$ cat config.mk
export PLATFORM = sky130hd
export DESIGN_NAME = hps_io_cmd_sequencer_flat
export DESIGN_NICKNAME = d
export VERILOG_FILES = /design/src/rtl/hps_io_pkg.sv /design/src/rtl/hps_io_cmd_sequencer_if.sv /design/src/rtl/hps_io_cmd_match.sv /design/src/rtl/hps_io_cmd_sequencer.sv /design/src/flat_wrapper.sv
export SDC_FILE = /design/constraint.sdc
export NUM_CORES = 1
export LEC_CHECK = 0
export CORE_MARGIN = 1.5
export CORE_UTILIZATION = 41
export CTS_BUF_LIST = sky130_fd_sc_hd__clkbuf_2
export CTS_CLUSTER_DIAMETER = 200
export DETAILED_ROUTE_END_ITERATION = 8
export PLACE_DENSITY = 0.82
export SYNTH_ARGS = -nofsm -noshare
export SYNTH_HDL_FRONTEND = slang
export SYNTH_SLANG_ARGS = --single-unit
$ cat constraint.sdc
create_clock -name sys_clk -period 2.6 [get_ports sys_clk]
set_input_delay 0.78 -clock sys_clk [delete_from_list [all_inputs] [get_ports sys_clk]]
set_output_delay 0.78 -clock sys_clk [all_outputs]
set_load 0.01 [all_outputs]
$ cat src/rtl/hps_io_pkg.sv
// Shared types and constants for the HPS IO command sequencer.
//   seq_state_e : sequencer frame state (idle, command, argument data, drop)
//   UIO_*       : standard command codes of the IO handlers
//   WordWidth   : width of one SPI word
//   IdxWidth    : width of the argument index counter
package hps_io_pkg;

  localparam int unsigned WordWidth = 16;
  localparam int unsigned IdxWidth  = 12;

  localparam logic [7:0] UIO_STATUS = 8'h01;
  localparam logic [7:0] UIO_JOY    = 8'h02;
  localparam logic [7:0] UIO_CFG    = 8'h03;
  localparam logic [7:0] UIO_FILE   = 8'h04;

  typedef enum logic [1:0] {
    StIdle,
    StCmd,
    StData,
    StDrop
  } seq_state_e;

endpackage

$ cat src/rtl/hps_io_cmd_sequencer_if.sv
// Bundle of the HPS word channel and the handler-side bus of the sequencer.
//   HPS side    : io_enable, io_strobe, io_din (to sequencer), io_dout (from sequencer)
//   Handler side: hnd_act, hnd_cmd, hnd_wr, hnd_wdata, hnd_idx, unk_cmd (from sequencer),
//                 hnd_rdata (to sequencer, 16 bits per handler)
// Modports: master = the sequencer, slave = the HPS link plus handlers.
interface hps_io_cmd_sequencer_if
  import hps_io_pkg::*;
#(
  parameter int unsigned N_HND = 4
);
  logic                       io_enable;
  logic                       io_strobe;
  logic [WordWidth-1:0]       io_din;
  logic [WordWidth-1:0]       io_dout;
  logic [N_HND-1:0]           hnd_act;
  logic [WordWidth-1:0]       hnd_cmd;
  logic                       hnd_wr;
  logic [WordWidth-1:0]       hnd_wdata;
  logic [IdxWidth-1:0]        hnd_idx;
  logic [WordWidth*N_HND-1:0] hnd_rdata;
  logic                       unk_cmd;

  modport master (
    input  io_enable, io_strobe, io_din, hnd_rdata,
    output io_dout, hnd_act, hnd_cmd, hnd_wr, hnd_wdata, hnd_idx, unk_cmd
  );

  modport slave (
    output io_enable, io_strobe, io_din, hnd_rdata,
    input  io_dout, hnd_act, hnd_cmd, hnd_wr, hnd_wdata, hnd_idx, unk_cmd
  );
endinterface

$ cat src/rtl/hps_io_cmd_match.sv
// Combinational command-table lookup.
//   code_i   : low byte of the command word
//   onehot_o : one-hot handler select; the lowest matching entry wins on collisions
//   hit_o    : set when any table entry matches
module hps_io_cmd_match #(
  parameter int unsigned         N_HND     = 4,
  parameter logic [8*N_HND-1:0]  CMD_TABLE = '0
) (
  input  logic [7:0]       code_i,
  output logic [N_HND-1:0] onehot_o,
  output logic             hit_o
);

  always_comb begin
    onehot_o = '0;
    hit_o    = 1'b0;
    for (int unsigned i = 0; i < N_HND; i++) begin
      if (!hit_o && (code_i == CMD_TABLE[8*i +: 8])) begin
        onehot_o[i] = 1'b1;
        hit_o       = 1'b1;
      end
    end
  end

endmodule

$ cat src/rtl/hps_io_cmd_sequencer.sv
// Splits each io_enable frame of HPS SPI words into a command word and argument words,
// routes the frame to the one handler whose table code matches, and returns that handler's
// reply word on io_dout.
//   sys_clk, reset : clock and synchronous active-high reset
//   bus (master)   : HPS word channel and handler bus, see hps_io_cmd_sequencer_if
// Optional build macro HPS_IO_TIMEOUT_EN: aborts an open frame into the drop state after
// TIMEOUT cycles without a strobe, pulsing unk_cmd.
module hps_io_cmd_sequencer
  import hps_io_pkg::*;
#(
  parameter int unsigned        N_HND     = 4,
  parameter logic [8*N_HND-1:0] CMD_TABLE = {UIO_FILE, UIO_CFG, UIO_JOY, UIO_STATUS},
  parameter int unsigned        TIMEOUT   = 1024
) (
  input logic                    sys_clk,
  input logic                    reset,
  hps_io_cmd_sequencer_if.master bus
);

  localparam logic [IdxWidth-1:0] IdxMax = '1;

  seq_state_e           state_q, state_d;
  logic                 armed_q, armed_d;
  logic [WordWidth-1:0] io_dout_q, io_dout_d;
  logic [N_HND-1:0]     hnd_act_q, hnd_act_d;
  logic [WordWidth-1:0] hnd_cmd_q, hnd_cmd_d;
  logic                 hnd_wr_q, hnd_wr_d;
  logic [WordWidth-1:0] hnd_wdata_q, hnd_wdata_d;
  logic [IdxWidth-1:0]  hnd_idx_q, hnd_idx_d;
  logic                 unk_cmd_q, unk_cmd_d;

  logic [N_HND-1:0]     match_onehot;
  logic                 match_hit;
  logic [WordWidth-1:0] reply;

`ifdef HPS_IO_TIMEOUT_EN
  localparam int unsigned TmoW = $clog2(TIMEOUT + 1);
  logic [TmoW-1:0] tmo_cnt_q, tmo_cnt_d;
`endif

  hps_io_cmd_match #(
    .N_HND    (N_HND),
    .CMD_TABLE(CMD_TABLE)
  ) u_match (
    .code_i  (bus.io_din[7:0]),
    .onehot_o(match_onehot),
    .hit_o   (match_hit)
  );

  // hnd_act is one-hot or zero, so an OR of the gated slices is the mux.
  always_comb begin
    reply = '0;
    for (int unsigned i = 0; i < N_HND; i++) begin
      if (hnd_act_q[i]) reply = reply | bus.hnd_rdata[WordWidth*i +: WordWidth];
    end
  end

  always_comb begin
    state_d     = state_q;
    armed_d     = armed_q | ~bus.io_enable;
    io_dout_d   = io_dout_q;
    hnd_act_d   = hnd_act_q;
    hnd_cmd_d   = hnd_cmd_q;
    hnd_wr_d    = 1'b0;
    hnd_wdata_d = hnd_wdata_q;
    hnd_idx_d   = hnd_idx_q;
    unk_cmd_d   = 1'b0;
`ifdef HPS_IO_TIMEOUT_EN
    tmo_cnt_d   = '0;
`endif

    if (!bus.io_enable) begin
      // Frame end: any strobe in this cycle is discarded, io_dout keeps its last word.
      state_d   = StIdle;
      hnd_act_d = '0;
      hnd_idx_d = '0;
    end else begin
      io_dout_d = reply;
      if (hnd_wr_q && (hnd_idx_q != IdxMax)) hnd_idx_d = hnd_idx_q + 1'b1;

      case (state_q)
        // Until io_enable has been seen low since reset we may be mid-frame: drop it.
        StIdle: state_d = armed_q ? StCmd : StDrop;
        StCmd: begin
          if (bus.io_strobe) begin
            hnd_cmd_d = bus.io_din;
            if (match_hit) begin
              hnd_act_d = match_onehot;
              state_d   = StData;
            end else begin
              unk_cmd_d = 1'b1;
              state_d   = StDrop;
            end
          end
        end
        StData: begin
          if (bus.io_strobe) begin
            hnd_wr_d    = 1'b1;
            hnd_wdata_d = bus.io_din;
          end
        end
        StDrop:  state_d = StDrop;
        default: state_d = StIdle;
      endcase

`ifdef HPS_IO_TIMEOUT_EN
      if (!bus.io_strobe && ((state_q == StCmd) || (state_q == StData))) begin
        if (tmo_cnt_q == TmoW'(TIMEOUT - 1)) begin
          state_d   = StDrop;
          hnd_act_d = '0;
          unk_cmd_d = 1'b1;
        end else begin
          tmo_cnt_d = tmo_cnt_q + 1'b1;
        end
      end
`endif
    end
  end

  always_ff @(posedge sys_clk) begin
    if (reset) begin
      state_q     <= StIdle;
      armed_q     <= 1'b0;
      io_dout_q   <= '0;
      hnd_act_q   <= '0;
      hnd_cmd_q   <= '0;
      hnd_wr_q    <= 1'b0;
      hnd_wdata_q <= '0;
      hnd_idx_q   <= '0;
      unk_cmd_q   <= 1'b0;
`ifdef HPS_IO_TIMEOUT_EN
      tmo_cnt_q   <= '0;
`endif
    end else begin
      state_q     <= state_d;
      armed_q     <= armed_d;
      io_dout_q   <= io_dout_d;
      hnd_act_q   <= hnd_act_d;
      hnd_cmd_q   <= hnd_cmd_d;
      hnd_wr_q    <= hnd_wr_d;
      hnd_wdata_q <= hnd_wdata_d;
      hnd_idx_q   <= hnd_idx_d;
      unk_cmd_q   <= unk_cmd_d;
`ifdef HPS_IO_TIMEOUT_EN
      tmo_cnt_q   <= tmo_cnt_d;
`endif
    end
  end

  assign bus.io_dout   = io_dout_q;
  assign bus.hnd_act   = hnd_act_q;
  assign bus.hnd_cmd   = hnd_cmd_q;
  assign bus.hnd_wr    = hnd_wr_q;
  assign bus.hnd_wdata = hnd_wdata_q;
  assign bus.hnd_idx   = hnd_idx_q;
  assign bus.unk_cmd   = unk_cmd_q;

endmodule
$ cat src/flat_wrapper.sv
// flat-port wrapper written by rule: the top's interface ports become plain ports
module hps_io_cmd_sequencer_flat import hps_io_pkg::*;
#(
  parameter int unsigned        N_HND     = 4,
  parameter logic [8*N_HND-1:0] CMD_TABLE = {UIO_FILE, UIO_CFG, UIO_JOY, UIO_STATUS},
  parameter int unsigned        TIMEOUT   = 1024
)
  (sys_clk, reset, bus_io_enable, bus_io_strobe, bus_io_din, bus_hnd_rdata, bus_io_dout, bus_hnd_act, bus_hnd_cmd, bus_hnd_wr, bus_hnd_wdata, bus_hnd_idx, bus_unk_cmd);
  hps_io_cmd_sequencer_if #(.N_HND(N_HND)) bus_i ();
  input logic sys_clk;
  input logic reset;
  input wire logic [$bits(bus_i.io_enable)-1:0] bus_io_enable;
  input wire logic [$bits(bus_i.io_strobe)-1:0] bus_io_strobe;
  input wire logic [$bits(bus_i.io_din)-1:0] bus_io_din;
  input wire logic [$bits(bus_i.hnd_rdata)-1:0] bus_hnd_rdata;
  output wire logic [$bits(bus_i.io_dout)-1:0] bus_io_dout;
  output wire logic [$bits(bus_i.hnd_act)-1:0] bus_hnd_act;
  output wire logic [$bits(bus_i.hnd_cmd)-1:0] bus_hnd_cmd;
  output wire logic [$bits(bus_i.hnd_wr)-1:0] bus_hnd_wr;
  output wire logic [$bits(bus_i.hnd_wdata)-1:0] bus_hnd_wdata;
  output wire logic [$bits(bus_i.hnd_idx)-1:0] bus_hnd_idx;
  output wire logic [$bits(bus_i.unk_cmd)-1:0] bus_unk_cmd;
  assign bus_i.io_enable = bus_io_enable;
  assign bus_i.io_strobe = bus_io_strobe;
  assign bus_i.io_din = bus_io_din;
  assign bus_i.hnd_rdata = bus_hnd_rdata;
  assign bus_io_dout = bus_i.io_dout;
  assign bus_hnd_act = bus_i.hnd_act;
  assign bus_hnd_cmd = bus_i.hnd_cmd;
  assign bus_hnd_wr = bus_i.hnd_wr;
  assign bus_hnd_wdata = bus_i.hnd_wdata;
  assign bus_hnd_idx = bus_i.hnd_idx;
  assign bus_unk_cmd = bus_i.unk_cmd;
  hps_io_cmd_sequencer #(.N_HND(N_HND), .CMD_TABLE(CMD_TABLE), .TIMEOUT(TIMEOUT)) u_core (.sys_clk(sys_clk), .reset(reset), .bus(bus_i));
endmodule
==> results.yml, run 1 <==
status:
  status: "completed"
clocking:
  cts_root_buf: "clkbuf_2"
  cts.sinks: 69
  ctsResizeCount: 0
  postCtsSetupBuffers: 0
  cts_tree: "yes"
  cts.htree.levels: 3
  clk_path_buf_depth: 2
  clkTransAtPathRegs_ps: 170
  clock_latency_ps: 490
  holdBufCountCts: 0
  cts_buffers: 9
worst_setup_path:
  end_kind: "output pin"
  cp.required_ps: 1820
  reg2reg_to: "u_core.bus.hnd_idx[2]"
  cp-start-kind: "flop"
  path_buf_inv: 1
  cpPeakStageDelay_ps: 600
  r2r_start: "u_core.bus.hnd_idx[0]"
  cpMaxStageDelayCell: "clkdlybuf4s50_1"
  critPathMaxFanout: 7
  critical_path_arrival_ps: 1600
  crit_cells: 1
  ff2ff_path_depth: 5
  cpLargestDelayFamily: "buffers and inverters"
  path_class: "flop to output pin"
  r2r_setup_slack_ps: 770
  crit_chain: "clkdlybuf4s50_1"
place:
  dp_hpwl_um: 6610
  placed_cells: 597
  placed_area_sq_mm: 0.00464
  io_buffers: 149
  gp_congestion: 0.824
yosys:
  synth-edff-count: 0
  synth_ff_type: "dfxtp_1"
  synth_common_cells: "nand2_1 (76), dfxtp_1 (69), a21oi_1 (41)"
  synth-compound-area-share_pct: 26.2
  synth_most_common_cell: "nand2_1"
  yosys_warnings: 0
  synth_cell_types: 42
  yosysTopAreaCell: "dfxtp_1"
  netlist_area_sq_mm: 0.00300
  ys_ff_latch: 69
  yosysSeqAreaShare_pct: 46.0
  yosysTopAreaCellShare_pct: 46.0
  synth_area_per_cell_sq_um: 8.32
  synth_top_family_by_area: "compound AO/OA/AOI/OAI gates"
  ys_top_cells_by_area: "dfxtp_1 (46%), nand2_1 (9.5%), a22oi_1 (8.0%)"
  synth-simple-area-share_pct: 21.3
  synthArstFlopShare_pct: 0
  synthMuxAreaShare_pct: 0
  synthXorXnorAreaFrac_pct: 0.583
  syn_inst: 361
  synth_fa_ha_area_share_pct: 1.67
  synth_nets: 449
route:
  firstDrtPassIters: 4
  drt-total-wl_um: 9260
  ant_nets: 0
  wire_per_inst_um: 15.1
  via_count: 3311
  via_per_inst: 5.40
  drc_errors: 0
  drtIter0Drc: 160
global_route:
  gr-total-overflow: 0
  grt_antenna_before_repair: 0
  grt_max_degree: 51
  grt_usage_pct: 23.6
  grt_pass1_vias: 3123
  grt_pass1_wl_um: 14300
floorplanning:
  coreArea_sq_mm: 0.00718
  rows: 31
  die_area_sq_mm: 0.00785
  start_util_pct: 41.9
  die_h_um: 88.6
  dieWidth_um: 88.6
  io_pins: 150
hold_path:
  min_to: "u_core.armed_q"
  min_path_cells: 2
  min-delay-start: "u_core.armed_q"
  hold_path_class: "flop to flop"
sta:
  fin_setup_tns_ps: 0
  maxSlewHeadroom_pct: 59.0
  period_minus_slack_ps: 2380
  fin_crit_sh_pct: 91.4
  finalHoldViolations: 0
  fmaxAchievable_mhz: 421
  drv_slew: 0
  rsz0062_at_grt: "no"
  finClkSkew_ps: 27.0
  tightest_slew_ps: 613
  setup_viol: 0
final_layout:
  nFillCells: 583
  n_antenna_cell: 0
  syn_to_final_growth_pct: 59.7
  final_util_pct: 66.9
  final_net_count: 597
  drive_above_1_share_pct: 7.98
  final_area_sq_mm: 0.00480
  fin_cells: 613
pwr:
  p_total_w: 0.00220
  peakVddDrop_mv: 0.331
  leakage_nw: 1.59
  power_density_mw_per_mm2: 459
job:
  cap_viol_max_count: 0
-- cell type report --
type | count | area (sq um) | area share [%]
multi-input combinational | 258 | 1500 | 31.2
tap | 99 | 124 | 2.58
clock buffer | 10 | 50.0 | 1.04
clock inverter | 6 | 111 | 2.32
sequential | 69 | 1380 | 28.8
timing repair buffer | 167 | 1620 | 33.8
inverter | 4 | 15.0 | 0.313
-- cell families (layout without fill, tap and decap cells) --
logic type,count (synthesis),in the layout
buffers and inverters,34,187
flip-flops,69,69
XOR/XNOR,2,2
AO/OA/AOI/OAI,113,113
AND/OR/NAND/NOR,139,139
adder cells (fa/ha/maj),4,4
-- registers in the layout (all words and copies together), names as in the netlist --
signal	cells
u_core.armed_q	1
u_core.state_q	2
u_core.bus.unk_cmd	1
u_core.bus.hnd_cmd	16
u_core.bus.hnd_act	4
u_core.bus.io_dout	16
u_core.bus.hnd_wdata	16
u_core.bus.hnd_wr	1
u_core.bus.hnd_idx	12
-- report_power, final --
part | internal (W) | leakage, nW | switching (W)
registers | 0.00109 | 0.560 | 0.0000155
logic | 0.000184 | 0.937 | 0.000119
clock network | 0.000419 | 0.0937 | 0.000381
total | 0.00169 | 1.59 | 0.000516
-- layout by cell type (no fill, tap or decap), types with 5 or more instances in the layout --
master / count
buf_4: 18
a21oi_1: 41
dfxtp_1: 69
nand3_1: 7
clkbuf_2: 10
nand2_1: 76
a311oi_1: 17
nor2_1: 26
o21ai_0: 5
a211oi_1: 5
a22oi_1: 32
clkdlybuf4s50_1: 148
-- how the worst max path moves through the flow --
stage,startpoint,to,slack (ps)
after floorplan,bus_io_din[7],u_core.bus.hnd_act[2],460
after global placement,bus_io_din[7],u_core.bus.hnd_act[2],-10
after detailed placement,bus_io_din[7],u_core.bus.hnd_act[1],-80
after CTS,u_core.bus.hnd_idx[7],bus_hnd_idx[7],180
after global routing,u_core.bus.hnd_idx[7],bus_hnd_idx[7],100
final,u_core.bus.hnd_wr,bus_hnd_wr,220
-- metal layers --
layer	vias up	routed length, um	track usage (%)
li1	1618	-	-
met1	1560	3820	26.9
met2	118	4360	40.4
met3	15	891	8.02
met4	0	184	9.80
met5	-	0	0
-- per-stage QoR --
stage,hold WS [ps],setup WS (ps)
after floorplan,430,462
after global placement,441,-14.5
after detailed placement,446,-79.2
after CTS,468,180
after global routing,489,97.9
final,465,223
Note: power is estimated with default switching activity, not from simulation.
==> run 2, diff against run 1 <==
--- a/config.mk
+++ b/config.mk
@@ -11,6 +11,8 @@
 export CTS_CLUSTER_DIAMETER = 200
 export DETAILED_ROUTE_END_ITERATION = 8
 export PLACE_DENSITY = 0.82
+export SETUP_SLACK_MARGIN = 0.1
 export SYNTH_ARGS = -nofsm -noshare
 export SYNTH_HDL_FRONTEND = slang
+export SYNTH_HIERARCHICAL = 1
 export SYNTH_SLANG_ARGS = --single-unit
==> run 2 against run 1 <==
Net effect:
- clock power down 24%
- critical endpoint is now bus_hnd_idx[3]
- final cell count down 2.6%
- sequential cell count stayed put
- first-iteration DRC count down 40%
- highest routed layer unchanged
- largest power group unchanged
==> results.yml, run 2 <==
sta:
  drv_slew: 0
  fin_crit_sh_pct: 90.8
  maxSlewHeadroom_pct: 63.3
  setup_viol: 0
  fin_setup_tns_ps: 0
  period_minus_slack_ps: 2360
  tightest_slew_ps: 549
  fmaxAchievable_mhz: 423
  finalHoldViolations: 0
  rsz0062_at_grt: "no"
  finClkSkew_ps: 17.4
floorplanning:
  die_h_um: 87.4
  start_util_pct: 42.8
  coreArea_sq_mm: 0.00683
  dieWidth_um: 87.4
  die_area_sq_mm: 0.00764
  io_pins: 150
  rows: 30
yosys:
  syn_inst: 342
  yosysSeqAreaShare_pct: 47.3
  yosys_warnings: 6
  ys_top_cells_by_area: "dfxtp_1 (47%), nand2_1 (8.7%), a22oi_1 (8.2%)"
  synth_nets: 427
  synth_cell_types: 46
  synth_most_common_cell: "dfxtp_1"
  synth_ff_type: "dfxtp_1"
  synth_area_per_cell_sq_um: 8.54
  synthArstFlopShare_pct: 0
  synth-edff-count: 0
  yosysTopAreaCell: "dfxtp_1"
  yosysTopAreaCellShare_pct: 47.3
  netlist_area_sq_mm: 0.00292
  ys_ff_latch: 69
  synth_common_cells: "dfxtp_1 (69), nand2_1 (68), a21oi_1 (39)"
status:
  status: "completed"
route:
  firstDrtPassIters: 4
  wire_per_inst_um: 15.5
  ant_nets: 0
  via_per_inst: 5.24
  drt-total-wl_um: 9240
  drtIter0Drc: 96
  via_count: 3130
  drc_errors: 0
job:
  cap_viol_max_count: 0
worst_setup_path:
  r2r_start: "u_core/bus.hnd_idx[0]"
  cp.required_ps: 1820
  cp-start-kind: "flop"
  cpPeakStageDelay_ps: 600
  ff2ff_path_depth: 5
  r2r_setup_slack_ps: 790
  cpMaxStageDelayCell: "clkdlybuf4s50_1"
  path_class: "flop to output pin"
  critPathMaxFanout: 8
  path_buf_inv: 1
  crit_chain: "clkdlybuf4s50_1"
  end_kind: "output pin"
  critical_path_arrival_ps: 1580
  cpLargestDelayFamily: "buffers and inverters"
  reg2reg_to: "u_core/bus.hnd_idx[4]"
clocking:
  postCtsSetupBuffers: 0
  holdBufCountCts: 0
  cts_tree: "yes"
  cts.sinks: 69
  clock_latency_ps: 470
  clkTransAtPathRegs_ps: 180
  cts_root_buf: "clkbuf_2"
  cts_buffers: 9
  ctsResizeCount: 0
  clk_path_buf_depth: 2
  cts.htree.levels: 3
hold_path:
  min-delay-start: "u_core/bus.hnd_cmd[9]"
  min_path_cells: 2
  hold_path_class: "flop to flop"
  min_to: "u_core/bus.hnd_cmd[9]"
global_route:
  grt_pass1_vias: 3097
  grt_pass1_wl_um: 14300
  grt_max_degree: 36
  gr-total-overflow: 0
  grtUsageMet2_pct: 41.3
  gr-usage-met3_pct: 9.76
  grt_antenna_before_repair: 0
  grt-busiest-layer: "met2"
  grt_usage_pct: 24.1
  use_met1_pct: 27.2
final_layout:
  final_common_cell: "clkdlybuf4s50_1"
  seq_area_sq_mm: 0.00138
  layout_common_cells: "clkdlybuf4s50_1 (148), nand2_1 (68), dfxtp_1 (68)"
  multi_input_area_sq_mm: 0.00140
  drive_above_1_share_pct: 10.4
  nFillCells: 592
  final_net_count: 581
  syn_to_final_growth_pct: 60.2
  final_area_sq_mm: 0.00468
  n_antenna_cell: 0
pwr:
  leakage_nw: 1.59
  peakVddDrop_mv: 0.370
  power_density_mw_per_mm2: 423
place:
  placed_area_sq_mm: 0.00456
  dp_hpwl_um: 6810
  io_buffers: 149
  gp_congestion: 0.842
[run 2: cell count changes after synthesis, sizes merged, moves of 2 or more]
cell	delta
clkbuf	-9
nand2	-8
buf	+6
mux2i	+4
ha	-3
a21oi	-2
nor3	-2
o311ai	-2
o31ai	-2
or4	-2
[run 2: how the worst max path moves through the flow]
| stage | start | endpoint | slack [ps] | depth (start not counted) |
|---|---|---|---|---|
| floorplan | bus_io_din[5] | u_core/bus.hnd_act[0] | 460 | 5 |
| global placement | bus_io_din[5] | u_core/bus.hnd_act[1] | -80 | 6 |
| detailed placement | bus_io_din[5] | u_core/bus.hnd_act[0] | -160 | 6 |
| CTS | u_core/bus.hnd_idx[4] | bus_hnd_idx[4] | 190 | 1 |
| global route | u_core/bus.hnd_idx[3] | bus_hnd_idx[3] | 100 | 1 |
| finish | u_core/bus.hnd_idx[3] | bus_hnd_idx[3] | 240 | 1 |
[run 2: logic make-up after synthesis]
kind of cell    count (synthesis)  share of synthesized area [%]
buf+inv                        31                           4.67
compound gates                103                           24.5
flops                          69                           47.3
fa+ha+maj                       1                          0.428
mux                             4                           1.37
xor+xnor                        3                          0.900
simple gates                  131                           20.9
[run 2: final cells by class]
type / count / area share (%)
inverters: 4 / 0.321
well taps: 96 / 2.57
clock buffers: 10 / 1.07
repair buffers: 170 / 35.1
clock inverters: 6 / 1.36
flip-flops and latches: 69 / 29.5
multi-input cells: 242 / 30.0
[run 2: worst reg2reg max path, delay by kind of cell (launching register included)]
kind | cells | cell delay (ps)
AOI/OAI and AO/OA | 2 | 640
DFF | 1 | 430
and+or+nand+nor | 2 | 380
adders and majority gates | 1 | 280
[run 2: routing by layer]
layer	routed length [um]	up-vias	part of all wire (%)
met5	0	-	0
met4	149	0	1.6
met3	918	14	9.9
met2	4480	127	48
met1	3690	1447	40
li1	-	1542	-
[run 2: stage by stage]
step	total power [W]	hold WS (ps)	setup WS, ps	instances	utilization (%)
after detailed placement	0.00139	448	-161	581	66.8
after global routing	0.00207	489	100	597	68.5
after floorplan	0.00119	430	455	342	-
after CTS	0.00200	471	189	597	68.5
after global placement	0.00139	440	-78.0	581	66.8
final	0.00198	468	238	597	68.5
[run 2: power breakdown]
group	switching (W)	internal [W]	leakage (nW)	total (W)
Clock	0.000384	0.000224	0.0679	0.000608
Sequential	0.0000126	0.00108	0.561	0.00110
Combinational	0.000101	0.000177	0.961	0.000278
Total	0.000497	0.00148	1.59	0.00198
==> run 3, diff against run 2 <==
--- a/config.mk
+++ b/config.mk
@@ -5,6 +5,7 @@
 export SDC_FILE = /design/constraint.sdc
 export NUM_CORES = 1
 export LEC_CHECK = 0
+export ABC_CLOCK_PERIOD_IN_PS = 2600
 export CORE_MARGIN = 1.5
 export CORE_UTILIZATION = 41
 export CTS_BUF_LIST = sky130_fd_sc_hd__clkbuf_2
==> results of run 3 <==
Final layout, timing and power as in run 2 (identical DEF).
